### config.mk
export PLATFORM = sky130hd
export DESIGN_NAME = renode_inputs_filter
export DESIGN_NICKNAME = d
export VERILOG_FILES = /design/src/rtl/renode_inputs_filter.sv
export SDC_FILE = /design/constraint.sdc
export NUM_CORES = 1
export LEC_CHECK = 0
export CORE_ASPECT_RATIO = 0.5
export CORE_MARGIN = 3
export CORE_UTILIZATION = 48
export CTS_CLUSTER_SIZE = 20
export DETAILED_ROUTE_END_ITERATION = 16
export PLACE_DENSITY = 0.74
export SLEW_MARGIN = 20
export SYNTH_ARGS = -nofsm -noshare
export SYNTH_HDL_FRONTEND = slang
export SYNTH_SLANG_ARGS = --single-unit
### constraint.sdc
create_clock -name clk -period 2.3 [get_ports clk]
set_clock_uncertainty 0.15 [all_clocks]
set_input_delay 0.69 -clock clk [delete_from_list [all_inputs] [get_ports clk]]
set_output_delay 0.69 -clock clk [all_outputs]
set_load 0.01 [all_outputs]
### src/rtl/renode_inputs_filter.sv
`default_nettype none
// ============================================================================
// Module      : renode_inputs_filter
// Description : Conditions raw, possibly asynchronous DUT interrupt/GPIO lines
//               before the Renode input-forwarding block. Each line is
//               synchronized, glitch-filtered and then held for a minimum
//               time, so that every accepted edge is sampled exactly once
//               downstream. Per-line change strobes and a saturating glitch
//               counter are provided for debug.
// Revision    : 1.0 - initial release
// ============================================================================
module renode_inputs_filter #(
  parameter int                    INPUTS_COUNT    = 1,
  parameter int                    SYNC_STAGES     = 2,
  parameter int                    FILTER_CYCLES   = 4,
  parameter int                    MIN_HOLD_CYCLES = 2,
  parameter logic [INPUTS_COUNT-1:0] RESET_VALUE   = '0
) (
  input  logic                    clk,
  input  logic                    rst_n,
  input  logic [INPUTS_COUNT-1:0] raw_i,
  input  logic                    freeze,
  input  logic                    glitch_clear,
  output logic [INPUTS_COUNT-1:0] filtered_o,
  output logic [INPUTS_COUNT-1:0] change_o,
  output logic [15:0]             glitch_count
);

  // Qualification and hold lengths in the width of the per-line counter.
  localparam logic [7:0] c_filter_cycles = 8'(FILTER_CYCLES);
  localparam logic [7:0] c_min_hold      = 8'(MIN_HOLD_CYCLES);

  // Per-line filter states.
  //   ST_STABLE  : synchronized value agrees with the filtered output
  //   ST_QUALIFY : a difference is being counted toward acceptance
  //   ST_HOLD    : output frozen after an accepted change
  typedef enum logic [1:0] {
    ST_STABLE  = 2'd0,
    ST_QUALIFY = 2'd1,
    ST_HOLD    = 2'd2
  } state_t;

  // --------------------------------------------------------------------------
  // Synchronizer chain: stage 0 samples the raw pins, the last stage is the
  // first value safe to use in the clk domain.
  // --------------------------------------------------------------------------
  logic [INPUTS_COUNT-1:0] r_sync [SYNC_STAGES];
  logic [INPUTS_COUNT-1:0] w_sync;

  // First synchronizer stage captures the asynchronous pins.
  always_ff @(posedge clk or negedge rst_n) begin
    if (!rst_n) begin
      r_sync[0] <= RESET_VALUE;
    end else begin
      r_sync[0] <= raw_i;
    end
  end

  genvar s;
  generate
    for (s = 1; s < SYNC_STAGES; s++) begin : g_sync_stage
      // Remaining synchronizer stages shift the sampled value along.
      always_ff @(posedge clk or negedge rst_n) begin
        if (!rst_n) begin
          r_sync[s] <= RESET_VALUE;
        end else begin
          r_sync[s] <= r_sync[s-1];
        end
      end
    end
  endgenerate

  assign w_sync = r_sync[SYNC_STAGES-1];

  // --------------------------------------------------------------------------
  // Per-line qualification / hold state machines. Lines are fully
  // independent; the only shared piece is the glitch increment below.
  // --------------------------------------------------------------------------
  logic [INPUTS_COUNT-1:0] w_glitch;

  genvar i;
  generate
    for (i = 0; i < INPUTS_COUNT; i++) begin : g_line
      state_t     r_state;
      logic [7:0] r_cnt;
      logic       r_filt;
      logic       r_change;

      // Filter FSM: qualify a difference for FILTER_CYCLES cycles, then
      // update the output, strobe once, and hold for MIN_HOLD_CYCLES.
      always_ff @(posedge clk or negedge rst_n) begin
        if (!rst_n) begin
          r_state  <= ST_STABLE;
          r_cnt    <= 8'd0;
          r_filt   <= RESET_VALUE[i];
          r_change <= 1'b0;
        end else if (freeze) begin
          // While the simulation side is in reset the line tracks the
          // synchronized input directly; no strobes are produced, so the
          // resume point is simply whatever filtered value is current.
          r_state  <= ST_STABLE;
          r_cnt    <= 8'd0;
          r_filt   <= w_sync[i];
          r_change <= 1'b0;
        end else begin
          r_change <= 1'b0;
          case (r_state)
            ST_STABLE: begin
              if (w_sync[i] != r_filt) begin
                if (FILTER_CYCLES == 1) begin
                  // A single differing cycle is already enough.
                  r_filt   <= w_sync[i];
                  r_change <= 1'b1;
                  r_state  <= ST_HOLD;
                  r_cnt    <= 8'd1;
                end else begin
                  r_state <= ST_QUALIFY;
                  r_cnt   <= 8'd1;
                end
              end
            end
            ST_QUALIFY: begin
              if (w_sync[i] == r_filt) begin
                // Input fell back before qualifying: count as a glitch.
                r_state <= ST_STABLE;
                r_cnt   <= 8'd0;
              end else if (r_cnt + 8'd1 == c_filter_cycles) begin
                r_filt   <= w_sync[i];
                r_change <= 1'b1;
                r_state  <= ST_HOLD;
                r_cnt    <= 8'd1;
              end else begin
                r_cnt <= r_cnt + 8'd1;
              end
            end
            ST_HOLD: begin
              // The input is ignored here; any difference still present on
              // exit gets evaluated from the following cycle onwards.
              if (r_cnt == c_min_hold) begin
                r_state <= ST_STABLE;
                r_cnt   <= 8'd0;
              end else begin
                r_cnt <= r_cnt + 8'd1;
              end
            end
            default: begin
              r_state <= ST_STABLE;
              r_cnt   <= 8'd0;
            end
          endcase
        end
      end

      // A glitch is a qualifying line whose input returned to the filtered
      // value; freeze suppresses all filtering, hence all glitches.
      assign w_glitch[i]   = (r_state == ST_QUALIFY) && (w_sync[i] == r_filt) && !freeze;
      assign filtered_o[i] = r_filt;
      assign change_o[i]   = r_change;
    end
  endgenerate

  // --------------------------------------------------------------------------
  // Saturating glitch counter.
  // --------------------------------------------------------------------------
  logic [6:0]  w_glitch_inc;
  logic [16:0] w_glitch_sum;
  logic [15:0] r_glitch_count;

  // Number of lines glitching in the current cycle.
  always_comb begin
    w_glitch_inc = '0;
    for (int k = 0; k < INPUTS_COUNT; k++) begin
      w_glitch_inc = w_glitch_inc + 7'(w_glitch[k]);
    end
  end

  assign w_glitch_sum = {1'b0, r_glitch_count} + {10'd0, w_glitch_inc};

  // Accumulate glitches, clamping at all-ones; clear wins over any increment.
  always_ff @(posedge clk or negedge rst_n) begin
    if (!rst_n) begin
      r_glitch_count <= 16'd0;
    end else if (glitch_clear) begin
      r_glitch_count <= 16'd0;
    end else if (!freeze) begin
      r_glitch_count <= w_glitch_sum[16] ? 16'hFFFF : w_glitch_sum[15:0];
    end
  end

  assign glitch_count = r_glitch_count;

endmodule
`default_nettype wire

==> results.py <==
metrics = {
    "power_and_ir_drop": {
        "p_leak_nw": 0.955,
        "power_mw": 1.14,
        "max-vdd-ir-drop_v": 0.000282,
        "powerDensity_nw_per_um2": 508,
    },
    "sta": {
        "relSlewSlack_pct": 54.7,
        "setup-violations-final": 0,
        "hold_violations": 0,
        "max_freq_mhz": 445,
        "report.final.slew_viol_count": 0,
        "grt_setup_unrepaired": "yes",
        "tightest_slew_ns": 0.677,
        "min_period_ns": 2.25,
        "min_period_over_period_pct": 97.8,
        "layout_setup_ws_ns": 0.0513,
        "whs_ns": 0.198,
    },
    "placement": {
        "placed_cell_area_um2": 2070,
        "gp_congestion": 0.822,
        "place_hpwl_um": 2740,
        "numPortBuffers": 22,
        "post-place-ws_ns": -0.655,
    },
    "cells_and_area": {
        "final_nets": 222,
        "fin_area_um2": 2240,
        "final_util_pct": 71.7,
        "drive_above_1_share_pct": 23.4,
        "filler_cell_count": 225,
        "multi_input_area_um2": 931,
        "antenna_cells": 0,
        "seq_area_um2": 751,
        "syn_to_final_growth_pct": 37.9,
    },
    "yosys": {
        "avgSynthCellArea_um2": 9.60,
        "synth_edf_count": 0,
        "yosysMostFrequentCell": "dfrtp_1",
        "syn-num-nets": 178,
        "synth_top_area_share_pct": 46.3,
        "yosys-top-cells-count": "dfrtp_1, a21oi_1, nor3_1",
        "syn-instance-count": 169,
        "ys_seq_area_share_pct": 46.3,
        "synth_largest_area_cell": "dfrtp_1",
        "synthDistinctLibCells": 41,
        "synth.area.top_cells": "dfrtp_1, a21oi_1, nor3_1",
        "synth_seq_cells": 30,
        "yosys_warnings": 0,
        "async_flop_share_pct": 100,
        "syn_area_um2": 1620,
        "yosys_most_used_dff": "dfrtp_1",
    },
    "routing": {
        "wl_per_cell_um": 15.9,
        "drt-pass1-iter-count": 4,
        "num_vias": 1510,
        "routed_via_density": 5.94,
        "drt-total-wl_um": 4040,
        "drc_errors": 0,
        "ant_nets": 0,
        "drtIter0Drc": 61,
    },
    "cts": {
        "cts-root-buf": "clkbuf_8",
        "postCtsHoldBufs": 0,
        "htree_levels": 2,
        "cts_buffer_depth": 2,
        "clock_sink_count": 30,
        "insertion_delay_ns": 0.28,
        "path_clk_slew_ns": 0.07,
        "cts_tree": "done",
        "postCtsSetupBuffers": 0,
        "cts_inserted_buffers": 5,
    },
    "critical_path": {
        "cp.required_ns": 2.28,
        "worst_setup_path_end_kind": "flip-flop",
        "start_kind": "input port",
        "arrival_ns": 2.23,
        "startpoint": "freeze",
        "path_max_fanout": 4,
        "rr_startpoint": "w_sync",
        "critPathKind": "in2reg",
    },
    "global_route": {
        "first_global_vias": 1414,
        "grt_overflow_total": 0,
        "grt_pass1_wl_um": 6590,
        "antenna_found_initial": 0,
        "track_usage_pct": 21.5,
        "grt_max_degree": 31,
    },
    "floorplan": {
        "die_w_um": 88.2,
        "start_util_pct": 52.0,
        "die_area_um2": 4160,
        "die_h_um": 47.1,
        "design.core.area_um2": 3120,
        "rows": 14,
        "io_pins": 23,
    },
    "min_path": {
        "hp-start": "r_sync[1]",
        "hp-class": "reg2reg",
    },
    "outcome": {
        "status": "finished, final reports clean",
    },
    "flow_run": {
        "maxCapViolCount": 0,
    },
}
metrics by stage:
stage | setup TNS [ns] | cells
global route | -0.201 | 254
finish | 0 | 254
floorplan | -0.0274 | 169
global placement | -8.23 | 246
CTS | 0 | 254
detailed placement | -9.47 | 246
kinds of logic (layout without fill, tap and decap cells):
| group | count (synthesis) | after routing | share of synthesized area (%) |
|---|---|---|---|
| mux | 2 | 2 | 1.31 |
| buf+inv | 12 | 57 | 3.47 |
| fa+ha+maj | 4 | 4 | 3.08 |
| compound gates | 53 | 53 | 21.4 |
| flops | 30 | 30 | 46.3 |
| xor+xnor | 4 | 4 | 2.16 |
| simple gates | 64 | 64 | 22.3 |
report_power, final:
group          internal [mW]  switching [mW]  total (mW)
logic                 0.0648          0.0701       0.135
clock network          0.241           0.205       0.446
registers              0.540          0.0153       0.555
total                  0.846           0.290        1.14
metal layers:
layer,vias up,GRT usage [%],routed length (um)
met1,742,27.4,1900
met3,2,7.01,186
met4,0,6.93,27
met2,44,35.5,1930
li1,722,-,-
met5,-,0,0
registers in the layout (all words and copies together), names as in the netlist:
name            cells
filtered_o          1
g_line.r_state      2
glitch_count       16
g_line.r_cnt        8
r_sync              1
w_sync              1
change_o            1
cell usage in the layout, fill, tap and decap left out, drive strengths merged, types with 6 or more instances in the layout:
master,instances
dfrtp,30
clkdlybuf4s50,21
buf,21
a21oi,14
nor3,13
nand3,9
a31oi,9
and3,9
nand2,8
o21ai,8
clkbuf,7
inv,6
nor2,6
layout make-up:
class                   instances  share of cell area [%]
repair buffers                 43                    17.3
well taps                      40                    2.24
flip-flops and latches         30                    33.6
clock inverters                 1                   0.224
inverters                       6                    1.23
multi-input cells             127                    41.6
clock buffers                   7                    3.86
path summary, 6_finish.rpt:
path                                      end  slack, ns  cells past startpoint
setup / recovery             glitch_count[15]       0.05                     11
hold / removal                         w_sync       0.20                      0
setup reg to reg             glitch_count[15]       0.08                     10
hold reg to reg                        w_sync       0.20                      0
max in group asynchronous     glitch_count[5]       1.07                      2
min in group asynchronous  g_line[0].r_cnt[5]       0.64                      2
worst max-delay path: stages:
cell,delay (ns)
clkdlybuf4s15_2,0.22
inv_6,0.06
and3_4,0.18
ha_4,0.14
buf_4,0.11
and4_4,0.23
nand2_1,0.07
nor3_1,0.13
buf_4,0.15
and4_1,0.20
nor3_1,0.05
timing repair:
item | CTS | global route
gates resized for setup | 7 | 11
pin swaps | 1 | 9
setup endpoints to repair | 16 | 10
hold endpoints to repair | 0 | 0
Power figures use the tool's default switching activity.
